==> src/rtl/ram_bist_initiator.sv <==
// March-style BIST initiator for the word-wide RAM port: W0 up, R0/W1 up, R1 down, then compare.
// Optional RAM_BIST_INJECT_EN adds inject_i, which flips wdata bit 0 on write cycles to exercise the checker.
module ram_bist_initiator #(
  parameter int          ADDR_WIDTH = 8,
  parameter logic [31:0] PATTERN    = 32'hA5A5_5A5A
) (
  input  logic                  clk_i,
  input  logic                  rst_ni,
  input  logic                  start_i,
  output logic                  busy_o,
  output logic                  done_o,
  output logic                  pass_o,
  output logic [7:0]            err_cnt_o,
  output logic [ADDR_WIDTH-1:0] fail_addr_o,
  output logic                  en_o,
  output logic [ADDR_WIDTH-1:0] addr_o,
  output logic [31:0]           wdata_o,
  output logic                  we_o,
  output logic [3:0]            be_o,
  input  logic [31:0]           rdata_i
`ifdef RAM_BIST_INJECT_EN
  ,
  input  logic                  inject_i
`endif
);

  typedef enum logic [2:0] {IDLE, W0, R0, W1, R1, CHK, DONE} state_t;

  localparam logic [ADDR_WIDTH-1:0] LAST = {{(ADDR_WIDTH-2){1'b1}}, 2'b00};
  localparam logic [ADDR_WIDTH-1:0] STEP = ADDR_WIDTH'(4);

  function automatic logic [7:0] sat_inc(input logic [7:0] v);
    return (v == 8'hFF) ? v : v + 8'd1;
  endfunction

  state_t                  state_q, state_d;
  logic [ADDR_WIDTH-1:0]   addr_d, fail_d;
  logic [31:0]             wdata_q, wdata_d;
  logic                    en_d, we_d, busy_d, done_d, pass_d, mis;
  logic [7:0]              err_d;

  logic                    vld_p1;
  logic [31:0]             exp_p1;
  logic [ADDR_WIDTH-1:0]   raddr_p1;

  always_comb begin
    state_d = state_q;
    addr_d  = addr_o;
    en_d    = 1'b0;
    we_d    = 1'b0;
    wdata_d = wdata_q;
    err_d   = err_cnt_o;
    fail_d  = fail_addr_o;
    mis     = vld_p1 && (rdata_i != exp_p1);
    if (mis) begin
      if (err_cnt_o == 8'd0) fail_d = raddr_p1;
      err_d = sat_inc(err_cnt_o);
    end
    case (state_q)
      IDLE, DONE: begin
        if (start_i) begin
          state_d = W0;
          addr_d  = '0;
          en_d    = 1'b1;
          we_d    = 1'b1;
          wdata_d = PATTERN;
          err_d   = '0;
          fail_d  = '0;
        end
      end
      W0: begin
        en_d = 1'b1;
        if (addr_o == LAST) begin
          state_d = R0;
          addr_d  = '0;
        end else begin
          addr_d  = addr_o + STEP;
          we_d    = 1'b1;
          wdata_d = PATTERN;
        end
      end
      R0: begin
        state_d = W1;
        en_d    = 1'b1;
        we_d    = 1'b1;
        wdata_d = ~PATTERN;
      end
      W1: begin
        en_d = 1'b1;
        if (addr_o == LAST) begin
          state_d = R1;
        end else begin
          state_d = R0;
          addr_d  = addr_o + STEP;
        end
      end
      R1: begin
        if (addr_o == '0) begin
          state_d = CHK;
        end else begin
          en_d   = 1'b1;
          addr_d = addr_o - STEP;
        end
      end
      CHK:     state_d = DONE;
      default: state_d = IDLE;
    endcase
    busy_d = (state_d inside {W0, R0, W1, R1, CHK});
    done_d = (state_d == DONE);
    pass_d = done_d && (err_d == 8'd0);
  end

  always_ff @(posedge clk_i or negedge rst_ni) begin
    if (!rst_ni) begin
      state_q     <= IDLE;
      addr_o      <= '0;
      en_o        <= 1'b0;
      we_o        <= 1'b0;
      wdata_q     <= '0;
      err_cnt_o   <= '0;
      fail_addr_o <= '0;
      busy_o      <= 1'b0;
      done_o      <= 1'b0;
      pass_o      <= 1'b0;
    end else begin
      state_q     <= state_d;
      addr_o      <= addr_d;
      en_o        <= en_d;
      we_o        <= we_d;
      wdata_q     <= wdata_d;
      err_cnt_o   <= err_d;
      fail_addr_o <= fail_d;
      busy_o      <= busy_d;
      done_o      <= done_d;
      pass_o      <= pass_d;
    end
  end

  // Stage p1: read data returns one cycle after issue, compared against the background in exp_p1
  always_ff @(posedge clk_i or negedge rst_ni) begin
    if (!rst_ni) begin
      vld_p1   <= 1'b0;
      exp_p1   <= '0;
      raddr_p1 <= '0;
    end else begin
      vld_p1   <= en_o && !we_o;
      exp_p1   <= (state_q == R0) ? PATTERN : ~PATTERN;
      raddr_p1 <= addr_o;
    end
  end

`ifdef RAM_BIST_INJECT_EN
  assign wdata_o = wdata_q ^ {31'd0, inject_i & we_o};
`else
  assign wdata_o = wdata_q;
`endif
  assign be_o = 4'hF;

endmodule
==> config.mk <==
export PLATFORM = sky130hd
export DESIGN_NAME = ram_bist_initiator
export DESIGN_NICKNAME = d
export VERILOG_FILES = /design/src/rtl/ram_bist_initiator.sv
export SDC_FILE = /design/constraint.sdc
export NUM_CORES = 1
export LEC_CHECK = 0
export BUFFER_PORTS_ARGS = -buffer_cell sky130_fd_sc_hd__buf_2
export CAP_MARGIN = 30
export CORE_MARGIN = 2
export CORE_UTILIZATION = 53
export DETAILED_ROUTE_END_ITERATION = 7
export PLACE_DENSITY = 0.86
export SYNTH_ARGS = -nofsm -noshare
export SYNTH_HDL_FRONTEND = slang
export SYNTH_SLANG_ARGS = --single-unit
==> constraint.sdc <==
create_clock -name clk_i -period 7.7 [get_ports clk_i]
set_clock_uncertainty 0.2 [all_clocks]
set_input_delay 0 -clock clk_i [delete_from_list [all_inputs] [get_ports clk_i]]
set_output_delay 0 -clock clk_i [all_outputs]
set_load 0.01 [all_outputs]
* After elaboration in Yosys (flattened, before gate mapping) *
Cells that the tools add are included.

storage, ports and cells
  latch bits = 0
  logic and storage cells = 77
  register bits after elaboration = 105
  output and inout bits = 65
  RAM bits = 0
  memory bits (read-only) = 0
  memories = 0

operators by class
  $add $sub $neg = 3
  shifts and indexed selects = 0
  order comparisons = 0
  divide/modulo/power cells = 0
  multiply operators = 0
  bitwise operators = 0
  reduce and logical (&&, ||, !) cells = 15
  eq/ne operators = 19
  mux-type cells = 27

operators with widths
  operator                                              count
  2-to-1 mux 32 bit                                     3
  2-to-1 mux 8 bit                                      12
  case mux 32 bit (3 select lines)                      1
  inequality test 32 bit                                1
  case mux 8 bit (4 select lines)                       1
  logical NOT 8 bit                                     3
  equality test 3 bit (second input constant)           6
  case mux 3 bit (6 select lines)                       1
  equality test 8 bit (second input constant)           2
  equality test 3 x 2 -> 1 bit (second input constant)  4
  2-to-1 mux 3 bit                                      4
  adder 8 x 1 -> 8 bit (second input constant)          1
  adder 8 x 3 -> 8 bit (second input constant)          1
  inequality test 2 bit (second input constant)         4
  subtractor 8 x 3 -> 8 bit (second input constant)     1
  equality test 3 x 1 -> 1 bit (second input constant)  2
  case mux 1 bit (3 select lines)                       2
  nonzero test 5 bit                                    1
  AND reduction 4 bit                                   1
  nonzero test 4 bit                                    1
  logical AND 1 bit                                     3
  logical NOT 3 bit                                     1
  2-to-1 mux 1 bit                                      3
  AND reduction 3 bit                                   1
  4 further kinds                                       4

* Longest topological paths before layout *
Gate-level depths: netlist (run 1).

  word-level depth = 7
  gate-level depth with buffers = 10
  gate-level depth less buffers = 9

* Least setup slack after synthesis (run 1) *
Ideal clock, no wire load.

  path type = register to register
  start point = reg exp_p1[29]
  end point = reg pass_o
  data arrival time = 2.199 ns
  stages on the path, launching flop included = 11
  data required time = 7.375 ns
  path buffers = 2
  slack = 5.177 ns
  path through = dfrtp_1 > or4_1 > mux2i_1 > nand4_1 > or2_1 > buf_6 > and3_4 > buf_6 > a41oi_1 > a21boi_1 > nor4_2

on the way
  cells in the longest elaborated chain, start to end = 7

RTL lines
  item                      line  source
  start, declared           43    logic [31:0] exp_p1;
  start signal, assigned    147   exp_p1 <= (state_q == R0) ? PATTERN : ~PATTERN;
  inequality test 32 bit *  54    mis = vld_p1 && (rdata_i != exp_p1);
  logical AND 1 bit *       54
  2-to-1 mux 8 bit *        55    if (mis) begin
  2-to-1 mux 8 bit          61    if (start_i) begin
  2-to-1 mux 8 bit *        59    case (state_q)
  logical NOT 8 bit *       110   pass_d = done_d && (err_d == 8'd0);
  logical AND 1 bit *       110
  named net pass_d          39    logic en_d, we_d, busy_d, done_d, pass_d, mis;
  end signal, assigned      135   pass_o <= pass_d;
  end, declared             12    output logic pass_o,

The timed path passes the listed nets; every way through them passes the cells marked *.
A chain may end at the register's enable or synchronous reset.

* Worst setup path after layout (run 1) *
  start point = reg addr_o[2]
  end point = reg addr_o[5]

on the way
  cells in the longest elaborated chain, start to end = 3
  elaborated cells on any way between the ends = 11
  those cells by class = 2 x add/sub; 3 x eq/ne; 4 x mux; 2 x reduce/logical

RTL lines
  item                                                                           line  source
  start, declared                                                                16    output logic [ADDR_WIDTH-1:0] addr_o,
  start signal, assigned                                                         127   addr_o <= addr_d;
  subtractor 8 x 3 -> 8 bit (tied with other cells)                              102   addr_d = addr_o - STEP;
  2-to-1 mux 8 bit (tied with other cells)                                       98    if (addr_o == '0) begin
  case mux 8 bit (4 select lines) / AND reduction 4 bit (equally long branches)  n/a

Several ways; a longest one is shown, not always the timed one. The select of a mux whose other input is x is not followed.

==> summary.txt, run 1 <==
Run status
  – Status: finished, final reports clean

Yosys
  – Yosys reg bits: 41
  – YS warnings: 0
  – Yosys top cell area share: 39.48%
  – Distinct cells, synth: 58
  – Largest area contributor in the netlist: dfrtp_1
  – Synthesized cell area: 2599 µm²
  – Ys flop type: dfrtp_1
  – Synthesized netlist cell count: 278
  – Synth area leaders: dfrtp_1, buf_4, mux2i_1, nor2_1, ha_1
  – Fraction of registers with async set/reset: 100.0%
  – Count leader, synth: dfrtp_1
  – Synth top cells by count: dfrtp_1, buf_4, nor2_1
  – Average size of a mapped cell: 9.348 µm²
  – Sequential cell area fraction in the yosys report: 39.48%
  – EDFF count, synth: 0

Global routing
  – GRT Total Usage: 20.00%
  – First-pass GRT wire length: 8.576 mm
  – Initial antenna violation count: 0
  – Busiest layer in global routing: met2
  – Overflow left after global routing: 0
  – GR Layer Usage met2: 33.23%
  – Largest net degree at the start of global routing: 42
  – Met1 Use GR: 26.01%
  – Vias in the first global route: 1847
  – Met3 Use GR: 3.794%

Clock tree
  – TritonCTS clock tree: built
  – Hold_buf cts: 2
  – Root Buffer: clkbuf_8
  – Clock slew at reported path FFs: 0.08 ns
  – CTS Buf Count: 5
  – Clock Tree Buf Depth: 2
  – H-Tree Depth: 2
  – Setup bufs post-CTS: 0
  – Skew-Pair Late Insertion Delay: 0.29 ns
  – CTS sink cnt: 41
  – PostCTS Resize Cnt: 0

STA
  – Slew headroom: 40.59%
  – # setup viols final: 0
  – Fin. Hold Viols: 0
  – Hold slack: 0.1602 ns
  – Worst setup margin: 5.049 ns
  – RSZ-0062 raised after global routing: no
  – Slew Limit Fails: 0
  – Setup TNS after final layout: 0 ns
  – Tightest Pin Transition: 0.8912 ns
  – Max Fclk: 377.2 MHz
  – Min Tclk post-route: 2.651 ns
  – Final period utilization: 34.43%

Worst setup path
  – Worst path cell trace: inv_1 > ha_1 > nand2_1 > nor3_1 > nand2_1 > a21oi_1 > o21ai_0 > o21a_1 > a31oi_1
  – Cell mode on critical path: nand2_1
  – CP max-delay cell: a21oi_1
  – Crit end category: flop
  – Startpoint Class: flop
  – Buffers & Inverters on Critical Path: 1
  – WP data arrival: 2.67 ns
  – Largest delay contributor family on the critical path: compound AO/OA/AOI/OAI gates
  – Req. time, crit path: 7.72 ns
  – Peak fanout along the critical path: 13
  – WS Path Type: flop to flop
  – Crit-path max cell delay: 0.70 ns

Placed design
  – DP Worst Slack: 5.059 ns
  – Post-placement cell count: 396
  – Port Buffers: 93
  – Dpl hpwl: 4.227 mm
  – Global placer's final weighted congestion: 0.8822
  – Post-place instance area: 2838 µm²

Route
  – DRT Wirelength: 5.548 mm
  – DRT iter0 DRCs: 110
  – Post-DRT Antenna Nets: 0
  – Mean routed wirelength per cell: 13.67 µm
  – Drt first pass iters: 4
  – DRC errors left: 0
  – Via density per instance: 5.377
  – DR vias: 2183

Floorplan
  – I/O pin cnt: 100
  – FP Rows: 25
  – Die ar.: 5480 µm²
  – Die H: 74.03 µm
  – Core Box Area: 4723 µm²
  – Die width: 74.03 µm
  – Starting Density: 55.02%

Power
  – Worst vdd ir: 166.8 µV
  – Power, Total: 0.9964 mW
  – Power Density: 334.6 nW/µm²
  – Leakage: 1.532 nW

Finish
  – Final core occ: 63.05%
  – # diodes: 0
  – Design Area, Final: 2978 µm²
  – Share of layout cells above drive strength 1: 32.45%
  – Final Non-Filler Cells: 406
  – Total Nets Final: 379
  – Syn-to-layout area delta: 14.59%

Worst hold path
  – Min-delay worst type: primary input to async pin

Run
  – Max-Cap Viols: 0
==> worst reg2reg max path, stage by stage, from the launching register on <==
cell	delay, ns
dfrtp_1	0.45
inv_1	0.13
ha_1	0.20
nand2_1	0.09
nor3_1	0.28
nand2_1	0.09
a21oi_1	0.70
o21ai_0	0.17
o21a_1	0.14
a31oi_1	0.13
==> worst paths after layout <==
check	slack, ns	depth (start not counted)	start	end
max	5.05	9	addr_o[2]	addr_o[5]
min	0.16	2	rst_ni	err_cnt_o[4]
max reg2reg	5.05	9	addr_o[2]	addr_o[5]
min reg2reg	0.23	1	we_o	vld_p1
max in group asynchronous	6.59	2	rst_ni	state_q[2]
min in group clk_i	0.23	1	we_o	vld_p1
==> logic make-up (layout without fill, tap and decap cells) <==
kind of cell | Yosys count | after routing | share of synthesized area [%]
multiplexers | 17 | 17 | 6.548
other | 2 | 6 | 0.2890
flip-flops | 41 | 41 | 39.48
AND/OR/NAND/NOR | 100 | 100 | 21.47
buffers and inverters | 57 | 114 | 14.40
XOR/XNOR | 7 | 7 | 2.648
adder cells (fa/ha/maj) | 7 | 7 | 3.274
AO/OA/AOI/OAI | 47 | 47 | 11.89
==> state kept, by name, summed over array words and instances, names as in the netlist, 2 cells and up <==
name and cells:
exp_p1 2, err_cnt_o 8, raddr_p1 6, state_q 3
addr_o 6, fail_addr_o 8, wdata_o 2
==> power by group <==
part / internal [mW] / switching [mW]
clock: 0.105 / 0.0727
sequential: 0.281 / 0.104
combinational: 0.181 / 0.252
total: 0.568 / 0.428
==> cell usage in the layout (no fill, tap or decap), types with 9 or more instances in the layout <==
master	instances
nand4_1	12
buf_2	93
dfrtp_1	41
nor2_1	33
a21oi_1	9
nand2_1	13
o21ai_0	9
mux2i_1	17
inv_1	9
==> layout make-up <==
type	count	area (µm²)
repair buffers	96	496.7
fillers	394	1745
multi-input cells	184	1214
clock inverters	2	37.54
well taps	67	83.83
inverters	10	37.54
flip-flops and latches	41	1026
clock buffers	6	82.58
==> per-layer routing <==
metal,vias to the layer above,wire [µm]
met5,-,0
met4,0,81
met3,6,220
met2,58,2917
met1,1049,2328
li1,1070,-
(Power assumes the default switching activity.)
==> run 2: changes to the inputs <==
CORE_UTILIZATION = 49   (was 53)
PLACE_DENSITY = 0.8   (was 0.86)
clock period = 2.7 ns   (was 7.7 ns; I/O delays follow)
==> run 2 against run 1 <==
  * Sequential power rose to 2.8 times the previous value
  * Wire length down 1.6%
  * Total power rose to 2.9 times the previous value
  * Critical path depth down 1
  * Die area up 7.7%
  * Register-to-register slack worse by 4.9 ns
  * Critical endpoint is now pass_o
  * Largest cell class unchanged
==> summary.txt, run 2 (same netlist as run 1, synthesis figures left out) <==
Run status
  – Status: finished, final reports clean

Global routing
  – Vias in the first global route: 2070 (+12%)
  – Largest net degree at the start of global routing: 42 (unchanged)
  – GRT Total Usage: 18.91% (-1.1 points)
  – Initial antenna violation count: 0 (unchanged)
  – First-pass GRT wire length: 9.197 mm (+7.2%)
  – Overflow left after global routing: 0 (unchanged)

Route
  – DR vias: 2218 (+1.6%)
  – Mean routed wirelength per cell: 13.18 µm (-3.5%)
  – Drt first pass iters: 4 (unchanged)
  – DRC errors left: 0 (unchanged)
  – DRT iter0 DRCs: 157 (+43%)
  – DRT Wirelength: 5.458 mm (-1.6%)
  – Via density per instance: 5.357 (-0.36%)
  – Post-DRT Antenna Nets: 0 (unchanged)

Worst setup path
  – WP data arrival: 2.55 ns (-0.12 ns)
  – Crit end category: flop
  – R2R Path Start: exp_p1[30]
  – Startpoint Class: flop
  – Req. time, crit path: 2.70 ns (-5.02 ns)
  – WS Path Type: flop to flop
  – Peak fanout along the critical path: 8 (-5)
  – Crit path from: exp_p1[30]

Placed design
  – Post-placement cell count: 404 (+2.0%)
  – Dpl hpwl: 4.069 mm (-3.7%)
  – Global placer's final weighted congestion: 0.9508 (+7.8%)
  – Port Buffers: 93 (unchanged)
  – DP Worst Slack: 0.1227 ns (-4.937 ns)

Finish
  – Final Non-Filler Cells: 414 (+2.0%)
  – Total Nets Final: 384 (+1.3%)
  – # diodes: 0 (unchanged)
  – Syn-to-layout area delta: 16.47%
  – Filler cell count: 455 (+15%)
  – Commonest non-fill, non-tap cell in the layout: buf_2
  – Biggest regs: err_cnt_o (8), fail_addr_o (8)
  – Share of layout cells above drive strength 1: 34.88% (+2.4 points)
  – Multi-input gate area: 1227 µm² (+1.1%)
  – Leading cell types in the layout, fill and taps excluded: buf_2, dfrtp_1, nor2_1, mux2i_1, nand2_1
  – Reg area: 1028 µm² (+0.24%)

Floorplan
  – Starting Density: 50.88% (-4.1 points)
  – I/O pin cnt: 100 (unchanged)
  – Die ar.: 5902 µm² (+7.7%)
  – Die width: 76.83 µm (+3.8%)
  – Core Box Area: 5107 µm² (+8.1%)
  – FP Rows: 26 (+4.0%)
  – Die H: 76.83 µm (+3.8%)

STA
  – Final period utilization: 94.47% (+60 points)
  – Fin. Hold Viols: 0 (unchanged)
  – Tightest Pin Transition: 0.8421 ns (-0.04909 ns)
  – RSZ-0062 raised after global routing: no
  – # setup viols final: 0 (unchanged)
  – Slew Limit Fails: 0 (unchanged)
  – Worst setup margin: 0.1494 ns (-4.899 ns)
  – Setup TNS after final layout: 0 ns (unchanged)
  – Min Tclk post-route: 2.551 ns (-0.1005 ns)
  – Hold slack: 0.1437 ns (-0.01649 ns)
  – Max Fclk: 392.1 MHz (+3.9%)
  – Slew headroom: 43.86% (+3.3 points)

Run
  – Max-Cap Viols: 0 (unchanged)

Clock tree
  – Clock Tree Buf Depth: 2 (unchanged)
  – CTS Buf Count: 5 (unchanged)
  – TritonCTS clock tree: built
  – Setup bufs post-CTS: 0 (unchanged)
  – H-Tree Depth: 2 (unchanged)
  – Root Buffer: clkbuf_8
  – Clock slew at reported path FFs: 0.07 ns (about the same)
  – CTS sink cnt: 41 (unchanged)
  – Skew-Pair Late Insertion Delay: 0.29 ns (about the same)

Power
  – Power Density: 950.7 nW/µm² (+180%)
  – Worst vdd ir: 502.6 µV (+200%)
  – Leakage: 1.558 nW (+1.7%)

Worst hold path
  – Min-delay worst type: primary input to flop
  – Hold path startpoint: rdata_i[22]
==> run 2: cell types whose count changed in the layout (fill, tap and decap cells not counted), sizes merged <==
| cell | change |
|---|---|
| clkinv | +1 |
| buf | +5 |
| clkbuf | -1 |
==> run 2: layer usage <==
metal	wire length [µm]	up-vias	share of wire (%)	global-route usage [%]
met2	2857	72	52	32.63
met3	290	7	5.3	4.118
met1	2240	1055	41	22.39
met5	0	-	0	0
li1	-	1084	-	-
met4	70	0	1.3	8.727
==> run 2: final timing paths <==
path | end | slack (ns) | cells after the start
max | pass_o | 0.15 | 8
min | err_cnt_o[6] | 0.14 | 6
max reg2reg | pass_o | 0.15 | 8
min reg2reg | vld_p1 | 0.22 | 1
max in group asynchronous | exp_p1[29] | 1.57 | 2
min in group asynchronous | fail_addr_o[1] | 0.15 | 2
==> run 2: final cells by class <==
class                           instances  share of cell area, %
Clock inverter                          3                  1.530
Sequential cell                        41                  33.98
Multi-Input combinational cell        184                  40.55
Inverter                               10                  1.240
Timing Repair Buffer                  101                  17.53
Tap cell                               70                  2.894
Clock buffer                            5                  2.274
==> run 2: worst max-delay path: stages, from the launching register on <==
cell,delay [ns]
dfrtp_2,0.45
or4_1,0.52
mux2i_1,0.15
nand4_1,0.11
or2_4,0.30
and4_1,0.23
xnor2_2,0.17
a21oi_1,0.10
nor4_2,0.22
==> run 2: repair_timing <==
action	in CTS	in global routing
endpoints found under the hold margin	48	0
endpoints found under the setup margin	0	1
resized for setup	0	5
hold buffers	2	0
==> run 2: through the flow <==
stage	total power, mW	area [µm²]	util [%]
2_1_floorplan	2.112	2614	-
3_3_place_gp	2.327	2875	56.30
3_5_place_dp	2.369	2875	56.30
4_1_cts	2.866	3010	58.94
5_1_grt	3.122	3027	59.26
6_report	2.877	3027	59.26
==> run 2: where the power goes <==
| part | internal, mW | switching [mW] | total (mW) |
|---|---|---|---|
| combinational | 0.564 | 0.743 | 1.31 |
| clock | 0.276 | 0.210 | 0.486 |
| sequential | 0.806 | 0.278 | 1.08 |
==> run 3: changes to the inputs <==
PLACE_DENSITY = 0.86   (was 0.8)
==> run 3 against run 2 <==
  * Wire length rose by 1.6%
  * Sequential power barely moved
  * Final cell count fell by 0.24%
  * First-iteration DRC count fell by 18%
  * Count of clock-buffer cells in the layout did not move
  * Non-clock buffer count fell by 1
  * Via count rose by 0.27%
  * Sequential share of layout area rose by 0.43 points
  * Largest power group unchanged
  * Total power fell by 3.8%
  * Combinational power barely moved
  * Global-route usage fell by 0.17 points
==> summary.txt, run 3 (same netlist as run 1, synthesis figures left out) <==
STA
  – Final period utilization: 95.03% (+0.56 points)
  – Min Tclk post-route: 2.566 ns (+0.01513 ns)
  – Setup TNS after final layout: 0 ns (unchanged)
  – Slew headroom: 41.19% (-2.7 points)
  – # setup viols final: 0 (unchanged)
  – Slew Limit Fails: 0 (unchanged)
  – Fin. Hold Viols: 0 (unchanged)
  – Max Fclk: 389.7 MHz (-0.59%)
  – Tightest Pin Transition: 0.8822 ns (+0.04014 ns)
  – RSZ-0062 raised after global routing: no

Route
  – DRT iter0 DRCs: 129 (-18%)
  – Post-DRT Antenna Nets: 0 (unchanged)
  – Drt first pass iters: 4 (unchanged)
  – Mean routed wirelength per cell: 13.43 µm (+1.9%)
  – Via density per instance: 5.385 (+0.51%)
  – DRC errors left: 0 (unchanged)
  – DRT Wirelength: 5.547 mm (+1.6%)
  – DR vias: 2224 (+0.27%)

Global routing
  – First-pass GRT wire length: 9.183 mm (-0.15%)
  – GRT Total Usage: 18.74% (-0.17 points)
  – Initial antenna violation count: 0 (unchanged)
  – Overflow left after global routing: 0 (unchanged)
  – Largest net degree at the start of global routing: 42 (unchanged)
  – Vias in the first global route: 2017 (-2.6%)

Worst setup path
  – WP data arrival: 2.57 ns (+0.02 ns)
  – Reg-to-reg slack, setup: 0.13 ns (-0.02 ns)
  – Crit end category: flop
  – Startpoint Class: flop
  – Crit-path max cell delay: 0.54 ns (+0.02 ns)
  – Peak fanout along the critical path: 8 (unchanged)
  – WS Path Type: flop to flop
  – Worst path cell trace: or4_1 > mux2i_1 > nand4_1 > or2_4 > and3_4 > nor4b_4 > o22ai_1 > nor4_2
  – R2R Path Start: exp_p1[30]
  – CP max-delay cell: or4_1
  – Crit path from: exp_p1[30]
  – Req. time, crit path: 2.70 ns (about the same)

Floorplan
  – Die width: 76.83 µm (unchanged)
  – Starting Density: 50.88% (unchanged)
  – Die ar.: 5902 µm² (unchanged)
  – Die H: 76.83 µm (unchanged)
  – Core Box Area: 5107 µm² (unchanged)
  – FP Rows: 26 (unchanged)
  – I/O pin cnt: 100 (unchanged)

Clock tree
  – Root Buffer: clkbuf_8
  – Clock slew at reported path FFs: 0.08 ns (about the same)
  – Skew-Pair Late Insertion Delay: 0.29 ns (about the same)
  – H-Tree Depth: 2 (unchanged)
  – CTS Buf Count: 5 (unchanged)
  – TritonCTS clock tree: built
  – CTS sink cnt: 41 (unchanged)
  – Clock Tree Buf Depth: 2 (unchanged)

Finish
  – Final core occ: 58.38% (-0.88 points)
  – Share of layout cells above drive strength 1: 33.53% (-1.4 points)
  – Total Nets Final: 383 (-0.26%)
  – # diodes: 0 (unchanged)
  – Biggest regs: err_cnt_o (8), fail_addr_o (8)
  – Leading cell types in the layout, fill and taps excluded: buf_2, dfrtp_1, nor2_1, mux2i_1, nand2_1
  – Syn-to-layout area delta: 14.73%
  – Commonest non-fill, non-tap cell in the layout: buf_2
  – Filler cell count: 454 (-0.22%)

Worst hold path
  – Hold path startpoint: rdata_i[6]
  – Min-delay worst type: primary input to flop

Placed design
  – Port Buffers: 93 (unchanged)
  – Dpl hpwl: 4.221 mm (+3.7%)
  – Global placer's final weighted congestion: 0.9198 (-3.3%)

Run status
  – Status: finished, final reports clean

Power
  – Power Density: 928.6 nW/µm² (-2.3%)
  – Worst vdd ir: 360.1 µV (-28%)
  – Leakage: 1.543 nW (-0.97%)

Run
  – Max-Cap Viols: 0 (unchanged)
run 3: changes by cell type in the layout (fill, tap and decap cells not counted), sizes merged:
cell	previous run	this run
clkinvlp	1	0
bufinv	1	0
clkinv	2	4
buf	99	98
run 3: timing repair:
item / 4_1_cts / 5_1_grt
hold buffers: 2 / 0
setup buffers: 0 / 0
resized for setup: 0 / 1
endpoints found under the setup margin: 0 / 1
hold endpoints to repair: 43 / 0
run 3: cell type report:
type	instances	area, µm²	share of cell area [%]
clock buffers	5	68.82	2.308
well taps	70	87.58	2.937
flip-flops and latches	41	1026	34.41
repair buffers	100	523.0	17.54
clock inverters	3	22.52	0.7554
multi-input cells	184	1216	40.79
inverters	10	37.54	1.259
run 3: metal layers:
metal  global-route usage [%]  up-vias  share of wire (%)
met2                    33.77       78                 52
met3                    2.706        7                4.9
met4                    7.455        0                1.2
met5                        0        -                  0
li1                         -     1079                  -
met1                    22.32     1060                 42
run 3: metrics by stage:
step	cells	total power [mW]	hold WS, ns	area, µm²	worst slack (ns)
after floorplan	282	2.112	-0.4956	2614	0.1766
after detailed placement	403	2.375	-0.02898	2868	0.1076
after global routing	413	2.985	0.1742	2982	0.01834
after CTS	413	2.779	0.1928	2979	0.07825
after global placement	403	2.320	-0.03521	2868	0.1704
final	413	2.769	0.1425	2982	0.1342
run 3: worst paths after layout:
kind / endpoint / depth (start not counted)
worst max-delay path: pass_o / 8
worst min-delay path: err_cnt_o[6] / 6
worst max register to register: pass_o / 8
worst min register to register: vld_p1 / 1
max in group asynchronous: exp_p1[30] / 2
min in group asynchronous: fail_addr_o[1] / 2
run 3: report_power, final:
group	internal (mW)	switching [mW]	total (mW)	leakage, nW
registers	0.803	0.270	1.07	0.516
logic	0.554	0.742	1.30	0.979
clock network	0.183	0.218	0.401	0.0481
run 3: critical path: cells and delay by family, from the launching register on:
family	cells	cell delay, ns
flops	1	0.45
compound gates	1	0.14
mux	1	0.17
simple gates	6	1.53
